$ cat src/rtl/fifo_pkg.sv
//------------------------------------------------------------------------------
// fifo_pkg : shared types, default sizing and helpers for the FIFO write path
// Rev 1.0
//------------------------------------------------------------------------------
`default_nettype none

package fifo_pkg;

  localparam int DEF_DSIZE_IN = 8;
  localparam int DEF_RATIO    = 4;

  typedef enum logic [0:0] {
    ST_FILL = 1'b0,
    ST_HOLD = 1'b1
  } wr_state_e;

  // Lane index width; never narrower than one bit so RATIO=2 still has a counter.
  function automatic int lane_idx_w(input int ratio);
    return (ratio > 2) ? $clog2(ratio) : 1;
  endfunction

endpackage

`default_nettype wire

$ cat src/rtl/fifo_wr_slice.sv
//------------------------------------------------------------------------------
// fifo_wr_slice : one-word output holding register driving the FIFO write port
// Rev 1.0
//------------------------------------------------------------------------------
`default_nettype none

module fifo_wr_slice
  import fifo_pkg::*;
#(
  parameter int DSIZE = DEF_DSIZE_IN * DEF_RATIO,
  parameter int RATIO = DEF_RATIO
) (
  input  logic             clk,
  input  logic             rst,
  input  logic             i_load,
  input  logic [DSIZE-1:0] i_data,
  input  logic [RATIO-1:0] i_keep,
  input  logic             i_wfull,
  output logic             o_winc,
  output logic             o_free,
  output logic [DSIZE-1:0] o_wdata,
  output logic [RATIO-1:0] o_wkeep
);

  logic             r_vld;
  logic [DSIZE-1:0] r_data;
  logic [RATIO-1:0] r_keep;

  always_ff @(posedge clk) begin
    if (rst) begin
      r_vld  <= 1'b0;
      r_data <= '0;
      r_keep <= '0;
    end else if (i_load) begin
      r_vld  <= 1'b1;
      r_data <= i_data;
      r_keep <= i_keep;
    end else if (o_winc) begin
      r_vld  <= 1'b0;
    end
  end

  // Free also covers "draining this edge", so a new word can land back-to-back.
  assign o_winc  = r_vld & ~i_wfull;
  assign o_free  = ~r_vld | ~i_wfull;
  assign o_wdata = r_data;
  assign o_wkeep = r_keep;

endmodule

`default_nettype wire

$ cat src/rtl/fifo_wr_packer.sv
//------------------------------------------------------------------------------
// fifo_wr_packer : packs RATIO narrow beats per FIFO word; FIFO_WR_PACKER_STAT_EN
// adds wr_cnt/part_cnt write statistics.  Rev 1.0
//------------------------------------------------------------------------------
`default_nettype none

module fifo_wr_packer
  import fifo_pkg::*;
#(
  parameter int DSIZE_IN = DEF_DSIZE_IN,
  parameter int RATIO    = DEF_RATIO
) (
  input  logic                      wclk,
  input  logic                      wrst,
  input  logic                      in_valid,
  output logic                      in_ready,
  input  logic [DSIZE_IN-1:0]       in_data,
  input  logic                      in_last,
  input  logic                      wfull,
  output logic                      winc,
  output logic [DSIZE_IN*RATIO-1:0] wdata,
  output logic [RATIO-1:0]          wkeep
`ifdef FIFO_WR_PACKER_STAT_EN
  ,
  output logic [15:0]               wr_cnt,
  output logic [15:0]               part_cnt
`endif
);

  localparam int DSIZE = DSIZE_IN * RATIO;
  localparam int CW    = lane_idx_w(RATIO);
  localparam logic [CW-1:0] C_LAST_LANE = CW'(RATIO - 1);

  wr_state_e        r_state, w_state_nxt;
  logic [CW-1:0]    r_cnt, w_cnt_nxt;
  logic [DSIZE-1:0] r_acc, w_acc_nxt, w_word, w_load_data;
  logic [RATIO-1:0] r_keep, w_keep_nxt, w_word_keep, w_load_keep;
  logic             w_accept, w_done, w_free, w_load;

  assign in_ready = (r_state == ST_FILL);
  assign w_accept = in_valid & in_ready;
  assign w_done   = w_accept & ((r_cnt == C_LAST_LANE) | in_last);

  // Accumulator with the incoming beat merged into lane r_cnt.
  always_comb begin
    w_word      = r_acc;
    w_word_keep = r_keep;
    for (int l = 0; l < RATIO; l++) begin
      if (r_cnt == CW'(l)) begin
        w_word[l*DSIZE_IN +: DSIZE_IN] = in_data;
        w_word_keep[l]                 = 1'b1;
      end
    end
  end

  always_comb begin
    w_state_nxt = r_state;
    w_cnt_nxt   = r_cnt;
    w_acc_nxt   = r_acc;
    w_keep_nxt  = r_keep;
    w_load      = 1'b0;
    w_load_data = w_word;
    w_load_keep = w_word_keep;
    case (r_state)
      ST_FILL: begin
        if (w_accept) begin
          if (w_done) begin
            w_cnt_nxt = '0;
            if (w_free) begin
              w_load     = 1'b1;
              w_acc_nxt  = '0;
              w_keep_nxt = '0;
            end else begin
              // Park the completed word in the accumulator until the slice frees up.
              w_acc_nxt   = w_word;
              w_keep_nxt  = w_word_keep;
              w_state_nxt = ST_HOLD;
            end
          end else begin
            w_cnt_nxt  = r_cnt + CW'(1);
            w_acc_nxt  = w_word;
            w_keep_nxt = w_word_keep;
          end
        end
      end
      ST_HOLD: begin
        w_load_data = r_acc;
        w_load_keep = r_keep;
        if (w_free) begin
          w_load      = 1'b1;
          w_acc_nxt   = '0;
          w_keep_nxt  = '0;
          w_state_nxt = ST_FILL;
        end
      end
      default: w_state_nxt = ST_FILL;
    endcase
  end

  always_ff @(posedge wclk) begin
    if (wrst) begin
      r_state <= ST_FILL;
      r_cnt   <= '0;
      r_acc   <= '0;
      r_keep  <= '0;
    end else begin
      r_state <= w_state_nxt;
      r_cnt   <= w_cnt_nxt;
      r_acc   <= w_acc_nxt;
      r_keep  <= w_keep_nxt;
    end
  end

  fifo_wr_slice #(
    .DSIZE (DSIZE),
    .RATIO (RATIO)
  ) u_slice (
    .clk     (wclk),
    .rst     (wrst),
    .i_load  (w_load),
    .i_data  (w_load_data),
    .i_keep  (w_load_keep),
    .i_wfull (wfull),
    .o_winc  (winc),
    .o_free  (w_free),
    .o_wdata (wdata),
    .o_wkeep (wkeep)
  );

`ifdef FIFO_WR_PACKER_STAT_EN
  logic [15:0] r_wr_cnt, r_part_cnt;

  always_ff @(posedge wclk) begin
    if (wrst) begin
      r_wr_cnt   <= '0;
      r_part_cnt <= '0;
    end else if (winc) begin
      r_wr_cnt <= r_wr_cnt + 16'd1;
      if (wkeep != '1) begin
        r_part_cnt <= r_part_cnt + 16'd1;
      end
    end
  end

  assign wr_cnt   = r_wr_cnt;
  assign part_cnt = r_part_cnt;
`endif

endmodule

`default_nettype wire

$ cat config.mk
export PLATFORM = sky130hd
export DESIGN_NAME = fifo_wr_packer
export DESIGN_NICKNAME = d
export VERILOG_FILES = /design/src/rtl/fifo_pkg.sv /design/src/rtl/fifo_wr_slice.sv /design/src/rtl/fifo_wr_packer.sv
export SDC_FILE = /design/constraint.sdc
export NUM_CORES = 1
export LEC_CHECK = 0
export ABC_AREA = 1
export BUFFER_PORTS_ARGS = -buffer_cell sky130_fd_sc_hd__buf_2
export CAP_MARGIN = 25
export CORE_MARGIN = 5
export CORE_UTILIZATION = 62
export DETAILED_ROUTE_END_ITERATION = 7
export PLACE_DENSITY = 0.81
export SLEW_MARGIN = 20
export SYNTH_ARGS = -nofsm -noshare
export SYNTH_HDL_FRONTEND = slang
export SYNTH_SLANG_ARGS = --single-unit
$ cat constraint.sdc
create_clock -name wclk -period 3 [get_ports wclk]
set_input_delay 0.15 -clock wclk [delete_from_list [all_inputs] [get_ports wclk]]
set_output_delay 0.15 -clock wclk [all_outputs]
set_load 0.02 [all_outputs]
### After elaboration in Yosys (flattened, before gate mapping)

Index checks and enable logic that the tools add are counted.

| cells by class | value |
|---|---|
| eq/ne operators | 5 |
| $mul | 0 |
| bitwise operators | 8 |
| $lt $le $gt $ge | 0 |
| shifts and indexed selects | 0 |
| reductions and logical operators | 4 |
| add/sub/neg operators | 1 |
| div/mod/pow operators | 0 |
| mux-type cells | 31 |

Operators with widths:

| cell | number |
|---|---|
| 2-to-1 mux 32 bit | 5 |
| case mux 32 bit (2 select lines) | 1 |
| 2-to-1 mux 8 bit | 4 |
| 2-to-1 mux 4 bit | 5 |
| 2-to-1 mux 1 bit | 12 |
| case mux 4 bit (2 select lines) | 1 |
| == test 2 bit (second input constant) | 2 |
| inequality test 2 x 1 -> 1 bit (second input constant) | 2 |
| case mux 1 bit (2 select lines) | 2 |
| AND reduction 2 bit | 2 |
| bitwise AND 1 bit | 3 |
| NOT 1 bit | 3 |
| adder 2 x 1 -> 2 bit (second input constant) | 1 |
| == test 2 x 1 -> 1 bit (second input constant) | 1 |
| zero test 2 bit | 1 |
| 2-to-1 mux 2 bit | 1 |
| bitwise OR 1 bit | 2 |
| nonzero test 2 bit | 1 |

| word-level totals | value |
|---|---|
| memories kept | 0 |
| logic and storage cells | 56 |
| bits in latches | 0 |
| input bits | 13 |
| flip-flop bits (word level) | 76 |
| output and inout bits | 38 |
| bits in writable memories | 0 |
| ROM bits | 0 |

### Logic depth before layout (Yosys ltp)

| logic depth | value |
|---|---|
| depth after elaboration | 7 |
| mapped depth | 10 |
| depth with buffers taken out | 8 |

### By module

From an unflattened synthesis, not the netlist that was laid out.

| unflattened totals | value |
|---|---|
| cell total of the unflattened synthesis | 647 |
| area total of the unflattened synthesis | 4025.1 um^2 |

Modules (own cells, without submodules):

| module | cells each | times used | area an instance (um^2) |
|---|---|---|---|
| fifo_wr_packer | 413 | 1 | 2468.6 |
| fifo_wr_slice | 234 | 1 | 1556.5 |

### Worst setup path after synthesis

No wires, ideal clock.

| timing | value |
|---|---|
| path kind | register to register |
| start point | register r_cnt[0] |
| end point | register u_slice.r_data[0], in the netlist u_slice.o_wdata[0] |
| slack | 1.607 ns |
| data arrival time | 1.282 ns |
| stages on the path, launching flop included | 9 |
| cell sequence | dfxtp_1 inv_1 ha_1 buf_2 buf_1 nor2_1 o21ai_0 nor2_1 nor2_1 |

| between the ends | value |
|---|---|
| longest elaborated chain between the ends | 6 |

Ends and longest elaborated chain:

| item | RTL line | RTL |
|---|---|---|
| start, declared | fifo_wr_packer.sv:35 | `logic [CW-1:0] r_cnt, w_cnt_nxt;` |
| start signal, assigned | fifo_wr_packer.sv:108 | `r_cnt <= w_cnt_nxt;` |
| == test 2 bit | fifo_wr_packer.sv:42 | `assign w_done = w_accept & ((r_cnt == C_LAST_LANE) \| in_last);` |
| bitwise OR 1 bit | fifo_wr_packer.sv:42 |  |
| bitwise AND 1 bit | fifo_wr_packer.sv:42 |  |
| 2-to-1 mux 1 bit | fifo_wr_packer.sv:67 | `if (w_done) begin` |
| 2-to-1 mux 1 bit | fifo_wr_packer.sv:66 | `if (w_accept) begin` |
| case mux 1 bit (2 select lines) | fifo_wr_packer.sv:64 | `case (r_state)` |
| end signal, assigned | fifo_wr_slice.sv:36 | `r_data <= i_data;` |
| end, declared | fifo_wr_slice.sv:26 | `logic [DSIZE-1:0] r_data;` |

Parallel ways exist; a longest one is shown, timed or not.
A chain may end at the register's enable or synchronous reset.

### Final worst setup path

| timing | value |
|---|---|
| start point | register r_cnt[0] |
| end point | register u_slice.r_data[11], in the netlist u_slice.o_wdata[11] |

Same word-level chain as after synthesis.

==> key figures <==
CTS
  • Hold Buf Count CTS: 0
  • Post-cts repair resize count: 0
  • TritonCTS clock tree: built
  • Htree depth: 3
  • Clock Tree Root: clkbuf_8
  • Post-CTS setup buffers: 0
  • Clk slew on worst S/H paths: 80 ps
  • Worst skew pair latency: approximately 340 ps
  • Clk sinks: 76
  • CTS max path bufs: 2
  • TritonCTS buffer count: 9

Setup path
  • Setup crit end kind: register
  • WS Path Type: reg -> reg
  • Arrival time worst endpoint: ~2400 ps
  • CP max FO: 33
  • Setup crit start kind: register
  • Critical Path Start: r_cnt[0]
  • Crit Reg-Reg Startpoint: r_cnt[0]
  • CP cell instances: ha_1 -> buf_4 -> inv_2 -> nand2_2 -> nand3_4 -> nand2_4 -> inv_2 -> nor2_1 -> nor2_1
  • Slowest cell on crit path: inv_2
  • Crit path required time: between 3000 and 4000 ps
  • Delay of the slowest cell on the worst path: approximately 500 ps

Power
  • Maximum vdd drop: approximately 0.00034 V
  • Pint: 1.63 mW
  • Overall Power: about 2.3 mW
  • Sequential cell fraction of total power: a little under half
  • Leak: 2.14 nW
  • Net Sw Power: roughly 0.67 mW
  • Pwr dens: ~530 nW/um2
  • Logic gate share of total power: between 10% and 20%
  • Clock network fraction of total power: 34.9%
  • Switch share: between 20% and 30%

Floorplan
  • Rows: 29
  • Core area: ~6300 um2
  • Initial cell density of the core: between 60% and 70%
  • Die area: roughly 8200 um2
  • Die Y: 90.4 um
  • Die width: 90.4 um
  • Io pins: between 50 and 60

Final layout
  • Commonest non-fill, non-tap cell in the layout: nand2_1
  • Post-layout instance area: 4350 um2
  • Fill count: between 500 and 600
  • Diodes inserted: 0
  • Layout cells sized above 1: 12.2%
  • Area grow syn2layout: 8.62%
  • Most frequent cells in the layout: nand2_1, nor2_1, dfxtp_1
  • Core Util, Final: 68.9%
  • Nets: approximately 680
  • Layout Cells excl Fill: approximately 750

Route
  • DRT Pass-1 Iters: 5
  • Vias after detailed routing: just over 4,000
  • Per-cell routed wire length: approximately 13 um
  • DR WL met3: between 600 and 700 um
  • Highest Signal Layer: met4
  • Final ANT Viol Nets: 0
  • DR iter-0 viols: roughly 390
  • Avg Vias per Cell: 5.44
  • Drc violations: 0
  • Met2 wire len: ~4.8 mm
  • Routed WL: between 10 and 15 mm
  • Wire length on met1: 4.36 mm

Timing
  • Fin crit share: between 60% and 70%
  • RSZ-0062 raised after global routing: false
  • Final setup vio count: 0
  • Total negative slack: 0 ps
  • Fmax: slightly below 500 MHz
  • Final slew viol count: 0
  • Slew HR: 47.4%
  • Final clock skew: 3.88 ps
  • Least-Margin Pin Slew: around 790 ps
  • Final worst path period need: between 2000 and 2500 ps
  • Final Hold Fails: 0

Placement
  • DP Cell Count: around 730
  • DP Area: between 4000 and 5000 um2
  • Detailed Place HPWL: approximately 6.4 mm
  • I/O Buffers: 50
  • RePlAce Congestion: 0.770

Logic synthesis
  • Syn Inst Count: 640
  • Seq/Total Area, Yosys: between 30% and 40%
  • Synth area leader: dfxtp_1
  • Synth top area share: a little under two fifths
  • Synth area leaders: dfxtp_1, nand2_1, nor2_1
  • Yosys warning total: 0
  • Syn_nets: roughly 660
  • Syn Std Cell Area: roughly 4000 um2
  • Mean Syn Cell Area: 6.26 um2
  • Yosys reg bits: 76
  • Number of library cell types mapped by synthesis: 21

Global route
  • First-pass GRT wire length: 17.0 mm
  • Total track usage: about a quarter
  • Vias in the first global route: 3,777
  • Largest net degree at the start of global routing: 50
  • Overflow left after global routing: 0
  • Initial antenna violation count: 0

Hold path
  • Min-Delay Path Class: in -> reg
  • Critical hold path startpoint: wfull

Flow run
  • Max cap viols: 0

Run status
  • Run status: finished, final reports clean
==> layout make-up <==
| type | count | area (um2) | share of cell area (%) |
|---|---|---|---|
| clock buffer | 15 | 166 | 3.83 |
| clock inverter | 1 | 30.0 | 0.690 |
| inverter | 50 | 189 | 4.34 |
| multi-input combinational | 471 | 2040 | 46.8 |
| sequential | 76 | 1520 | 35.0 |
| tap | 77 | 96.3 | 2.22 |
| timing repair buffer | 58 | 310 | 7.13 |
==> logic make-up after synthesis <==
family / Yosys count / share of synthesized area [%]
flops: 76 / 38.0
buf+inv: 93 / 11.2
compound gates: 80 / 10.1
fa+ha+maj: 4 / 1.25
simple gates: 387 / 39.5
==> per-stage QoR <==
| step | hold slack, ps | setup slack (ps) |
|---|---|---|
| 3_3_place_gp | 459 | 1010 |
| 5_1_grt | 162 | 784 |
| 6_report | 153 | 923 |
| 4_1_cts | 141 | 916 |
| 2_1_floorplan | 353 | 1610 |
| 3_5_place_dp | 473 | 952 |
==> worst paths after layout <==
| kind | depth (start not counted) | to | slack [ps] |
|---|---|---|---|
| setup / recovery | 9 | u_slice.o_wdata[11] | 920 |
| hold / removal | 3 | r_state | 150 |
| setup reg to reg | 9 | u_slice.o_wdata[11] | 920 |
| hold reg to reg | 2 | r_acc[9] | 480 |
==> registers in the layout, summed over array words and instances (netlist names) <==
signal           count
r_keep               4
u_slice.o_wdata     32
u_slice.o_wkeep      4
r_state              1
r_acc               32
u_slice.r_vld        1
r_cnt                2
==> synth_stat cells (all sizes together) <==
cell	instances
nor2	138
nand2	182
clkbuf	11
o21ai	36
a211oi	1
dfxtp	76
clkinv	1
ha	4
inv	49
a21oi	43
buf	32
nand3	67
==> power by group through the flow <==
stage	clock network, mW	registers [mW]	logic, mW
after detailed placement	0	1.12	0.399
after CTS	0.811	1.09	0.402
after global routing	0.848	1.10	0.456
after global placement	0	1.12	0.388
final	0.802	1.10	0.402
after floorplan	0	1.16	0.264
==> critical path, delay by kind of cell, from the launching register on <==
kind          cells  cell delay (ps)
simple gates      5              680
flops             1              340
buf+inv           3              770
fa+ha+maj         1              200
==> routing by layer <==
metal | GRT usage (%) | up-vias
li1 | - | 2038
met1 | 30.4 | 1867
met2 | 42.2 | 146
met3 | 4.50 | 20
met4 | 10.5 | 0
met5 | 0 | -
No activity file was read; power rests on OpenSTA's default activity.
